### src/rtl/pp_rally_if.sv
// Player/scoreboard bundle for the two-ball rally referee.
// The master drives requests and declines; the referee (slave) answers with grants and scores.
interface pp_rally_if #(
    parameter int CNT_W = 8
);
    logic             req_a;
    logic             req_b;
    logic             miss_a;
    logic             miss_b;
    logic             hit_a;
    logic             hit_b;
    logic [1:0]       ball1_st;
    logic [1:0]       ball2_st;
    logic [1:0]       balls_in_play;
    logic [CNT_W-1:0] rally_cnt;
    logic             point_a;
    logic             point_b;
    logic [3:0]       score_a;
    logic [3:0]       score_b;

    modport master (
        output req_a, req_b, miss_a, miss_b,
        input  hit_a, hit_b, ball1_st, ball2_st, balls_in_play,
        input  rally_cnt, point_a, point_b, score_a, score_b
    );

    modport slave (
        input  req_a, req_b, miss_a, miss_b,
        output hit_a, hit_b, ball1_st, ball2_st, balls_in_play,
        output rally_cnt, point_a, point_b, score_a, score_b
    );
endinterface

### src/rtl/pp_rally_referee.sv
// Two-ball ping-pong referee: owns ball states, grants hits,
// times out idle players, scores declines and restarts rallies.
module pp_rally_referee #(
    parameter int MAX_WAIT    = 7,
    parameter int CNT_W       = 8,
    parameter int RALLY_LIMIT = 20,
    parameter int SERVE_GAP   = 2
) (
    input logic       clk,
    input logic       reset,
    pp_rally_if.slave bus
);
    localparam int WW = (MAX_WAIT > 1) ? $clog2(MAX_WAIT + 1) : 1;
    localparam int GW = (SERVE_GAP > 1) ? $clog2(SERVE_GAP + 1) : 1;

    localparam logic [1:0] TO_A = 2'b00;
    localparam logic [1:0] TO_B = 2'b01;
    localparam logic [1:0] OUT  = 2'b10;

    typedef enum logic [1:0] {
        S_SERVE,
        S_RALLY2,
        S_RALLY1,
        S_GAP
    } state_t;

    state_t state, state_d;

    logic             hit_a, hit_b, pt_a, pt_b;
    logic [1:0]       ball1, ball2, bip;
    logic [CNT_W-1:0] rcnt;
    logic [3:0]       sc_a, sc_b;
    logic [WW-1:0]    wait_cnt;
    logic [GW-1:0]    gap_cnt;

    logic             hit_a_d, hit_b_d, pt_a_d, pt_b_d;
    logic [1:0]       ball1_d, ball2_d, bip_d;
    logic [CNT_W-1:0] rcnt_d;
    logic [3:0]       sc_a_d, sc_b_d;
    logic [WW-1:0]    wait_d;
    logic [GW-1:0]    gap_d;

    logic             one_miss, wait_max, both_go, lone_go;
    logic             any_hit, rally_end;
    logic [1:0]       lone, loser;
    logic [CNT_W-1:0] rcnt_inc;

    function automatic logic [1:0] flip(input logic [1:0] s);
        case (s)
            TO_A:    return TO_B;
            TO_B:    return TO_A;
            default: return OUT;
        endcase
    endfunction

    function automatic logic [3:0] sat_inc4(input logic [3:0] v);
        return (v == 4'hf) ? v : v + 4'd1;
    endfunction

    assign one_miss = bus.miss_a ^ bus.miss_b;
    assign wait_max = (wait_cnt == WW'(MAX_WAIT));
    assign both_go  = (bus.req_a & bus.req_b) | wait_max;
    assign lone     = (ball1 != OUT) ? ball1 : ball2;
    assign lone_go  = ((lone == TO_A) ? bus.req_a : bus.req_b) | wait_max;
    assign loser    = bus.miss_a ? TO_A : TO_B;
    assign rcnt_inc = (rcnt == '1) ? rcnt : rcnt + CNT_W'(1);

    // State register
    always_ff @(posedge clk) begin
        if (reset) state <= S_SERVE;
        else       state <= state_d;
    end

    // Next-state logic
    always_comb begin
        state_d = state;
        unique case (state)
            S_SERVE:  state_d = S_RALLY2;
            S_RALLY2: begin
                if (rally_end)     state_d = S_GAP;
                else if (one_miss) state_d = S_RALLY1;
            end
            S_RALLY1: begin
                if (rally_end) state_d = S_GAP;
            end
            S_GAP: begin
                if (gap_cnt == GW'(SERVE_GAP - 1)) state_d = S_SERVE;
            end
        endcase
    end

    // Output / datapath next values
    always_comb begin
        hit_a_d = 1'b0;
        hit_b_d = 1'b0;
        pt_a_d  = 1'b0;
        pt_b_d  = 1'b0;
        ball1_d = ball1;
        ball2_d = ball2;
        rcnt_d  = rcnt;
        sc_a_d  = sc_a;
        sc_b_d  = sc_b;
        wait_d  = wait_cnt;
        gap_d   = gap_cnt;
        any_hit = 1'b0;

        unique case (state)
            S_SERVE: begin
                ball1_d = TO_A;
                ball2_d = TO_B;
                rcnt_d  = '0;
                wait_d  = '0;
            end
            S_RALLY2: begin
                if (one_miss) begin
                    // decliner's ball dies, the other is returned to the decliner
                    hit_a_d = bus.miss_b;
                    hit_b_d = bus.miss_a;
                    pt_a_d  = bus.miss_b;
                    pt_b_d  = bus.miss_a;
                    if (bus.miss_a) sc_b_d = sat_inc4(sc_b);
                    else            sc_a_d = sat_inc4(sc_a);
                    ball1_d = (ball1 == loser) ? OUT : loser;
                    ball2_d = (ball2 == loser) ? OUT : loser;
                    any_hit = 1'b1;
                    wait_d  = '0;
                end else if (both_go) begin
                    hit_a_d = 1'b1;
                    hit_b_d = 1'b1;
                    ball1_d = flip(ball1);
                    ball2_d = flip(ball2);
                    any_hit = 1'b1;
                    wait_d  = '0;
                end else begin
                    wait_d = wait_cnt + WW'(1);
                end
            end
            S_RALLY1: begin
                if (lone_go) begin
                    hit_a_d = (lone == TO_A);
                    hit_b_d = (lone == TO_B);
                    ball1_d = flip(ball1);
                    ball2_d = flip(ball2);
                    any_hit = 1'b1;
                    wait_d  = '0;
                end else begin
                    wait_d = wait_cnt + WW'(1);
                end
            end
            S_GAP: begin
                gap_d = gap_cnt + GW'(1);
            end
        endcase

        if (any_hit) rcnt_d = rcnt_inc;
        if (rally_end) begin
            ball1_d = OUT;
            ball2_d = OUT;
            gap_d   = '0;
        end
    end

    assign rally_end = any_hit & (rcnt_inc == CNT_W'(RALLY_LIMIT));
    assign bip_d     = 2'(ball1_d != OUT) + 2'(ball2_d != OUT);

    always_ff @(posedge clk) begin
        if (reset) begin
            hit_a    <= 1'b0;
            hit_b    <= 1'b0;
            pt_a     <= 1'b0;
            pt_b     <= 1'b0;
            ball1    <= OUT;
            ball2    <= OUT;
            bip      <= 2'd0;
            rcnt     <= '0;
            sc_a     <= 4'd0;
            sc_b     <= 4'd0;
            wait_cnt <= '0;
            gap_cnt  <= '0;
        end else begin
            hit_a    <= hit_a_d;
            hit_b    <= hit_b_d;
            pt_a     <= pt_a_d;
            pt_b     <= pt_b_d;
            ball1    <= ball1_d;
            ball2    <= ball2_d;
            bip      <= bip_d;
            rcnt     <= rcnt_d;
            sc_a     <= sc_a_d;
            sc_b     <= sc_b_d;
            wait_cnt <= wait_d;
            gap_cnt  <= gap_d;
        end
    end

    assign bus.hit_a         = hit_a;
    assign bus.hit_b         = hit_b;
    assign bus.ball1_st      = ball1;
    assign bus.ball2_st      = ball2;
    assign bus.balls_in_play = bip;
    assign bus.rally_cnt     = rcnt;
    assign bus.point_a       = pt_a;
    assign bus.point_b       = pt_b;
    assign bus.score_a       = sc_a;
    assign bus.score_b       = sc_b;
endmodule

### src/flat_wrapper.sv
// flat-port wrapper written by rule: the top's interface ports become plain ports
module pp_rally_referee_flat 
#(
    parameter int MAX_WAIT    = 7,
    parameter int CNT_W       = 8,
    parameter int RALLY_LIMIT = 20,
    parameter int SERVE_GAP   = 2
)
  (clk, reset, bus_req_a, bus_req_b, bus_miss_a, bus_miss_b, bus_hit_a, bus_hit_b, bus_ball1_st, bus_ball2_st, bus_balls_in_play, bus_rally_cnt, bus_point_a, bus_point_b, bus_score_a, bus_score_b);
  pp_rally_if #(.CNT_W(CNT_W)) bus_i ();
  input logic clk;
  input logic reset;
  input wire logic [$bits(bus_i.req_a)-1:0] bus_req_a;
  input wire logic [$bits(bus_i.req_b)-1:0] bus_req_b;
  input wire logic [$bits(bus_i.miss_a)-1:0] bus_miss_a;
  input wire logic [$bits(bus_i.miss_b)-1:0] bus_miss_b;
  output wire logic [$bits(bus_i.hit_a)-1:0] bus_hit_a;
  output wire logic [$bits(bus_i.hit_b)-1:0] bus_hit_b;
  output wire logic [$bits(bus_i.ball1_st)-1:0] bus_ball1_st;
  output wire logic [$bits(bus_i.ball2_st)-1:0] bus_ball2_st;
  output wire logic [$bits(bus_i.balls_in_play)-1:0] bus_balls_in_play;
  output wire logic [$bits(bus_i.rally_cnt)-1:0] bus_rally_cnt;
  output wire logic [$bits(bus_i.point_a)-1:0] bus_point_a;
  output wire logic [$bits(bus_i.point_b)-1:0] bus_point_b;
  output wire logic [$bits(bus_i.score_a)-1:0] bus_score_a;
  output wire logic [$bits(bus_i.score_b)-1:0] bus_score_b;
  assign bus_i.req_a = bus_req_a;
  assign bus_i.req_b = bus_req_b;
  assign bus_i.miss_a = bus_miss_a;
  assign bus_i.miss_b = bus_miss_b;
  assign bus_hit_a = bus_i.hit_a;
  assign bus_hit_b = bus_i.hit_b;
  assign bus_ball1_st = bus_i.ball1_st;
  assign bus_ball2_st = bus_i.ball2_st;
  assign bus_balls_in_play = bus_i.balls_in_play;
  assign bus_rally_cnt = bus_i.rally_cnt;
  assign bus_point_a = bus_i.point_a;
  assign bus_point_b = bus_i.point_b;
  assign bus_score_a = bus_i.score_a;
  assign bus_score_b = bus_i.score_b;
  pp_rally_referee #(.MAX_WAIT(MAX_WAIT), .CNT_W(CNT_W), .RALLY_LIMIT(RALLY_LIMIT), .SERVE_GAP(SERVE_GAP)) u_core (.clk(clk), .reset(reset), .bus(bus_i));
endmodule
### config.mk
export PLATFORM = sky130hd
export DESIGN_NAME = pp_rally_referee_flat
export DESIGN_NICKNAME = d
export VERILOG_FILES = /design/src/rtl/pp_rally_if.sv /design/src/rtl/pp_rally_referee.sv /design/src/flat_wrapper.sv
export SDC_FILE = /design/constraint.sdc
export NUM_CORES = 1
export LEC_CHECK = 0
export ABC_CLOCK_PERIOD_IN_PS = 2560
export CORE_MARGIN = 5
export CORE_UTILIZATION = 47
export CTS_CLUSTER_SIZE = 28
export DETAILED_ROUTE_END_ITERATION = 16
export PLACE_DENSITY = 0.87
export SLEW_MARGIN = 20
export SYNTH_ARGS = -nofsm -noshare
export SYNTH_HDL_FRONTEND = slang
export SYNTH_SLANG_ARGS = --single-unit
export TNS_END_PERCENT = 100
### constraint.sdc
create_clock -name clk -period 2.56 [get_ports clk]
set_input_delay 0.384 -clock clk [delete_from_list [all_inputs] [get_ports clk]]
set_output_delay 0.384 -clock clk [all_outputs]
set_load 0.01 [all_outputs]
* Word level (Yosys, flattened, before mapping) *
Index checks and enable logic that the tools add are counted.

word-level totals
  RAM bits = 0
  logic and storage cells = 99
  flip-flop bits (word level) = 33
  bits of input ports = 6
  latch bits = 0
  output and inout port bits = 26
  memories kept = 0
  ROM bits = 0

cells by class
  order comparisons = 0
  multipliers = 0
  reduce and logical (&&, ||, !) cells = 11
  mux-type cells = 39
  add/sub/neg operators = 6
  equality and inequality tests = 20
  div/mod/pow operators = 0
  shift-type cells = 0
  bitwise gates (word level) = 10

operators with widths
  operator                                       number
  two-way mux 2 bit                              15
  two-way mux 8 bit                              3
  one-hot mux 2 bit (3 select lines)             2
  == test 2 x 1 -> 1 bit, second input constant  5
  two-way mux 1 bit                              9
  two-way mux 3 bit                              3
  one-hot mux 3 bit (3 select lines)             1
  adder 4 x 1 -> 4 bit, second input constant    2
  adder 8 x 1 -> 8 bit, second input constant    1
  == test 4 bit, second input constant           2
  == test 8 x 5 -> 1 bit, second input constant  1
  == test 8 bit, second input constant           1
  logical NOT 2 bit                              4
  one-hot mux 2 bit (2 select lines)             2
  one-hot mux 2 bit (4 select lines)             1
  AND reduction 4 bit                            2
  != test 2 bit, second input constant           3
  one-hot mux 1 bit (2 select lines)             3
  inverter 1 bit                                 5
  == test 2 bit                                  2
  == test 2 bit, second input constant           2
  != test 2 x 1 -> 1 bit, second input constant  2
  adder 3 x 1 -> 3 bit, second input constant    1
  == test 3 bit, second input constant           1
  other kinds (11)                               13

* Logic depth before layout (Yosys ltp) *
  depth in word-level cells = 11
  mapped depth = 11
  depth with buffers taken out = 10

* Worst setup path after synthesis *
OpenSTA, ideal clock, no wires.

  kind = input-to-reg
  from = in bus_miss_a
  to = reg u_core.bip[0] (netlist: u_core.bus.balls_in_play[0])
  arrival = 2.497 ns
  stages on the path = 11
  setup slack = -0.065 ns
  path buffers = 1
  required time = 2.432 ns
  setup time = 0.128 ns
  cell sequence = clkbuf_1 -> inv_1 -> ha_1 -> a21o_1 -> a32oi_1 -> nand3_1 -> a2111oi_0 -> a211o_1 -> a21oi_1 -> ha_1 -> nor2b_1

on the way
  longest elaborated chain between the ends = 8
  elaborated cells between the ends (all ways) = 18
  classes of those cells = add/sub: 1; eq/ne: 4; mux: 11; bitwise: 2

ends and longest elaborated chain
  what                                  line                                              text
  start: declaration                    flat_wrapper.sv:15                                input wire logic [$bits(bus_i.miss_a)-1:0] bus_miss_a;
  two-way mux 1 bit                     pp_rally_referee.sv:65                            assign loser = bus.miss_a ? TO_A : TO_B;
  == test 2 bit (on tied branches)      pp_rally_referee.sv:123, pp_rally_referee.sv:124
  two-way mux 2 bit (on tied branches)  pp_rally_referee.sv:123, pp_rally_referee.sv:124
  two-way mux 2 bit                     pp_rally_referee.sv:115                           if (one_miss) begin
  one-hot mux 2 bit (3 select lines)    pp_rally_referee.sv:107                           unique case (state)
  two-way mux 2 bit                     pp_rally_referee.sv:156                           if (rally_end) begin
  != test 2 bit                         pp_rally_referee.sv:164                           assign bip_d = 2'(ball1_d != OUT) + 2'(ball2_d != OUT);
  adder 1 x 1 -> 2 bit (*)              pp_rally_referee.sv:164
  net u_core.bip_d[0]                   pp_rally_referee.sv:37                            logic [1:0] ball1_d, ball2_d, bip_d;
  end signal: assignment                pp_rally_referee.sv:187                           bip <= bip_d;
  end: declaration                      pp_rally_referee.sv:30                            logic [1:0] ball1, ball2, bip;

Mark *: on every way through the listed nets, which the timed path passes. The rest lies on a longest branch.
A chain may end at the register's enable or synchronous reset.

* Final worst setup path *
  from = in bus_req_b
  to = reg u_core.bip[0] (netlist: u_core.bus.balls_in_play[0])

on the way
  longest elaborated chain between the ends = 9
  elaborated cells between the ends (all ways) = 22
  classes of those cells = add/sub: 1; eq/ne: 2; mux: 15; bitwise: 4

ends and longest elaborated chain
  what                                line                     text
  start: declaration                  flat_wrapper.sv:14       input wire logic [$bits(bus_i.req_b)-1:0] bus_req_b;
  bitwise AND 1 bit                   pp_rally_referee.sv:62   assign both_go = (bus.req_a & bus.req_b) | wait_max;
  bitwise OR 1 bit                    pp_rally_referee.sv:62
  two-way mux 1 bit                   pp_rally_referee.sv:127  end else if (both_go) begin
  two-way mux 1 bit                   pp_rally_referee.sv:115
  one-hot mux 1 bit (2 select lines)  pp_rally_referee.sv:107
  bitwise AND 1 bit                   pp_rally_referee.sv:163  assign rally_end = any_hit & (rcnt_inc == CNT_W'(RALLY_LIMIT));
  two-way mux 2 bit                   pp_rally_referee.sv:156
  != test 2 bit                       pp_rally_referee.sv:164
  adder 1 x 1 -> 2 bit (*)            pp_rally_referee.sv:164
  net u_core.bip_d[0]                 pp_rally_referee.sv:37

Marks and branches as above.

==> results by group <==
Global route
  • GRT Util Overall: 17.5%
  • First-pass GRT wire length: 7.42 mm
  • Antenna violations before repair: 0
  • Largest net degree at the start of global routing: 18
  • Total gr overflow: 0
  • Vias in the first global route: 1710

Logic synthesis
  • Syn Inst Count: 221
  • Synth area leader: dfxtp_1
  • Most instantiated cells after synthesis: 33 x dfxtp_1, 23 x nor2_1, 15 x a21oi_1
  • Cell Area, Synth: 0.00187 mm2
  • Count leader, synth: dfxtp_1
  • Synthesis-stage register bit count: 33
  • Most area-consuming cells after synthesis: dfxtp_1 35%, ha_1 8.7%, nor2_1 4.6%, a21oi_1 4.0%, nor3_1 3.5%
  • Avg Inst Size Synth: 8.47 um2
  • Ys Warns: 0
  • Yosys cell types: 46
  • Dominant register cell in the synthesized netlist: dfxtp_1
  • Post-Syn Nets: 240
  • Post-synth ARST share: 0%
  • Sequential area share after synthesis: 35.3%
  • Synth top area share: 35.3%
  • Number of synthesized flops with an enable pin: 0

Route
  • Detailed Route WL: 4.64 mm
  • First-pass DRT Iterations: 4
  • # DRC: 0
  • Iter 0 DRT Violations: 147
  • Number of routed nets with antenna violations: 0
  • Via count: 1814
  • Routed wire per std cell: 14.5 um
  • Number of vias per cell: 5.67

Setup path
  • WP data arrival: 2550 ps
  • Crit path buf inv count: 1
  • Crit path capture type: register
  • Crit-path cells: clkdlybuf4s50_1 > o21ai_0 > o221ai_1 > a21oi_2 > nand2b_4 > nor4_4 > a21oi_1 > ha_1 > nor2b_1
  • Worst setup SP type: input pin
  • Top delay family on crit path: simple AND/OR/NAND/NOR gates
  • CP Max Fanout: 4
  • Required arrival time at the worst endpoint: 2710 ps
  • Kind of critical path: input pin to register
  • CP max stage cell: clkdlybuf4s50_1
  • Delay of the slowest critical-path stage: 540 ps

Layout
  • # diodes: 0
  • Synth-to-Final Area Change: 34.4%
  • Final instance area: 0.00251 mm2
  • Nets@finish: 290
  • Ratio of cells with drive above 1 in the final layout: 17.0%
  • Final non-filler cell total: 320

Timing
  • Fin worst setup slack: 155 ps
  • Final Max Slew Viols: 0
  • Final min period: 2400 ps
  • Clock skew: 6.71 ps
  • TNS Setup: 0 ps
  • Slew HR: 68.0%
  • Hold_ws: 469 ps
  • Final period utilization: 93.9%
  • Peak Freq: 416 MHz
  • Final setup fails: 0
  • Final Hold Fails: 0
  • Worst-Margin Slew: 480 ps

Floorplan
  • Core box area: 0.00394 mm2
  • DIE HEIGHT: 73.1 um
  • Initial Util: 47.5%
  • Row Count: 23
  • Total I/O pin count: 32
  • Die width: 73.1 um
  • DIE AREA: 0.00534 mm2

Placement
  • Placed Area: 0.00237 mm2
  • Detailed Place HPWL: 3.29 mm
  • # port buffers: 31
  • Pre-CTS setup slack: -363 ps
  • Placer Congestion: 0.929
  • Number of cells after detailed placement: 314

Run status
  • Status: complete, no violations

Power and ir drop
  • LEAKAGE: 0.976 nW
  • Sw frac: 39.4%
  • Switching power total: 0.000807 W
  • Internal: 0.00124 W
  • Cell Pwr Density: 815 mW/mm2
  • Combinational share of power: 49.6%
  • Clk pwr share: 17.2%
  • Peak supply drop: 0.000356 V
  • Reg power frac: 33.2%

Clocking
  • H-tree Lvls: 2
  • CTS Buf Count: 5
  • CTS tree: yes
  • CTS sink count: 33
  • Latest clock arrival within the worst-skew pair: 280 ps
  • Buffer count from post-CTS setup fixing: 0
  • Clk buf depth: 2
  • Clock Pin Slew Worst Setup and Hold Paths: 60 ps
  • Root Driver: clkbuf_8

Flow run
  • Max cap viols: 0

Hold path
  • Hold Path Class: input pin to register
==> metal layers <==
layer	track usage (%)	vias to the layer above	share of wire, %
met5	0	-	0
met4	9.43	0	2.7
met3	4.13	12	4.9
met2	28.8	48	48
met1	21.0	850	44
li1	-	904	-
==> layout make-up <==
cell class / count / area [um2]
Timing Repair Buffer: 53 / 480
Sequential cell: 33 / 662
Inverter: 12 / 45.0
Clock buffer: 5 / 68.8
Clock inverter: 1 / 5.00
Tap cell: 50 / 62.6
Multi-Input combinational cell: 166 / 1190
Fill cell: 331 / 1430
==> sequential cells by signal, indices dropped and copies added, names as in the netlist, 3 cells and up <==
name / count
u_core.bus.rally_cnt: 8
u_core.bus.score_a: 4
u_core.bus.score_b: 4
u_core.wait_cnt: 3
==> final timing paths <==
check / from / endpoint / slack, ps / depth (start not counted)
worst max-delay path: bus_req_b / u_core.bus.balls_in_play[0]$_SDFF_PP0_ / 160 / 9
worst min-delay path: bus_miss_b / u_core.bus.point_a$_SDFF_PP0_ / 470 / 2
worst max register to register: u_core.bus.ball1_st[0]$_SDFF_PP0_ / u_core.bus.balls_in_play[0]$_SDFF_PP0_ / 170 / 8
worst min register to register: u_core.gap_cnt[1]$_SDFFE_PP0P_ / u_core.gap_cnt[1]$_SDFFE_PP0P_ / 510 / 2
==> through the flow <==
step	total power (W)	utilization, %
after global routing	0.00217	63.8
final	0.00205	63.8
after floorplan	0.00123	-
after global placement	0.00157	60.1
after detailed placement	0.00160	60.1
after CTS	0.00199	62.2
==> placed cells by master (no fill, tap or decap), types with 3 or more instances in the layout <==
cell | Yosys | layout
nor2_1 | 23 | 23
ha_1 | 13 | 11
xor2_1 | 4 | 4
a21oi_1 | 15 | 14
a21o_1 | 3 | 3
inv_1 | 12 | 11
o21ai_0 | 8 | 8
nand2b_1 | 5 | 3
dfxtp_1 | 33 | 32
nand2_1 | 10 | 10
mux2i_1 | 6 | 6
nor3_1 | 13 | 13
xnor2_1 | 5 | 5
a311oi_1 | 3 | 3
nand3_1 | 11 | 11
nor2b_1 | 3 | 3
clkdlybuf4s50_1 | 0 | 29
nor3b_1 | 3 | 3
buf_4 | 0 | 22
clkbuf_8 | 0 | 5
==> cell families (layout without fill, tap and decap cells) <==
logic type / Yosys count / count (layout) / share of synthesized area [%]
compound gates: 54 / 54 / 19.9
fa+ha+maj: 13 / 13 / 8.69
buf+inv: 22 / 71 / 4.48
flops: 33 / 33 / 35.3
simple gates: 84 / 84 / 24.2
mux: 6 / 6 / 3.21
xor+xnor: 9 / 9 / 4.21
==> power by group through the flow <==
stage               combinational, W  sequential (W)  clock [W]
detailed placement          0.000918        0.000684          0
finish                       0.00102        0.000680   0.000353
floorplan                   0.000540        0.000695          0
CTS                         0.000947        0.000676   0.000365
global route                 0.00110        0.000690   0.000380
global placement            0.000891        0.000682          0
==> repair_timing <==
action                                  in CTS  in global routing
resized for setup                            3                 13
hold buffers                                 0                  0
endpoints found under the hold margin        0                  0
endpoints found under the setup margin       1                  2
pin swaps                                    3                  5
(Power assumes the default switching activity.)
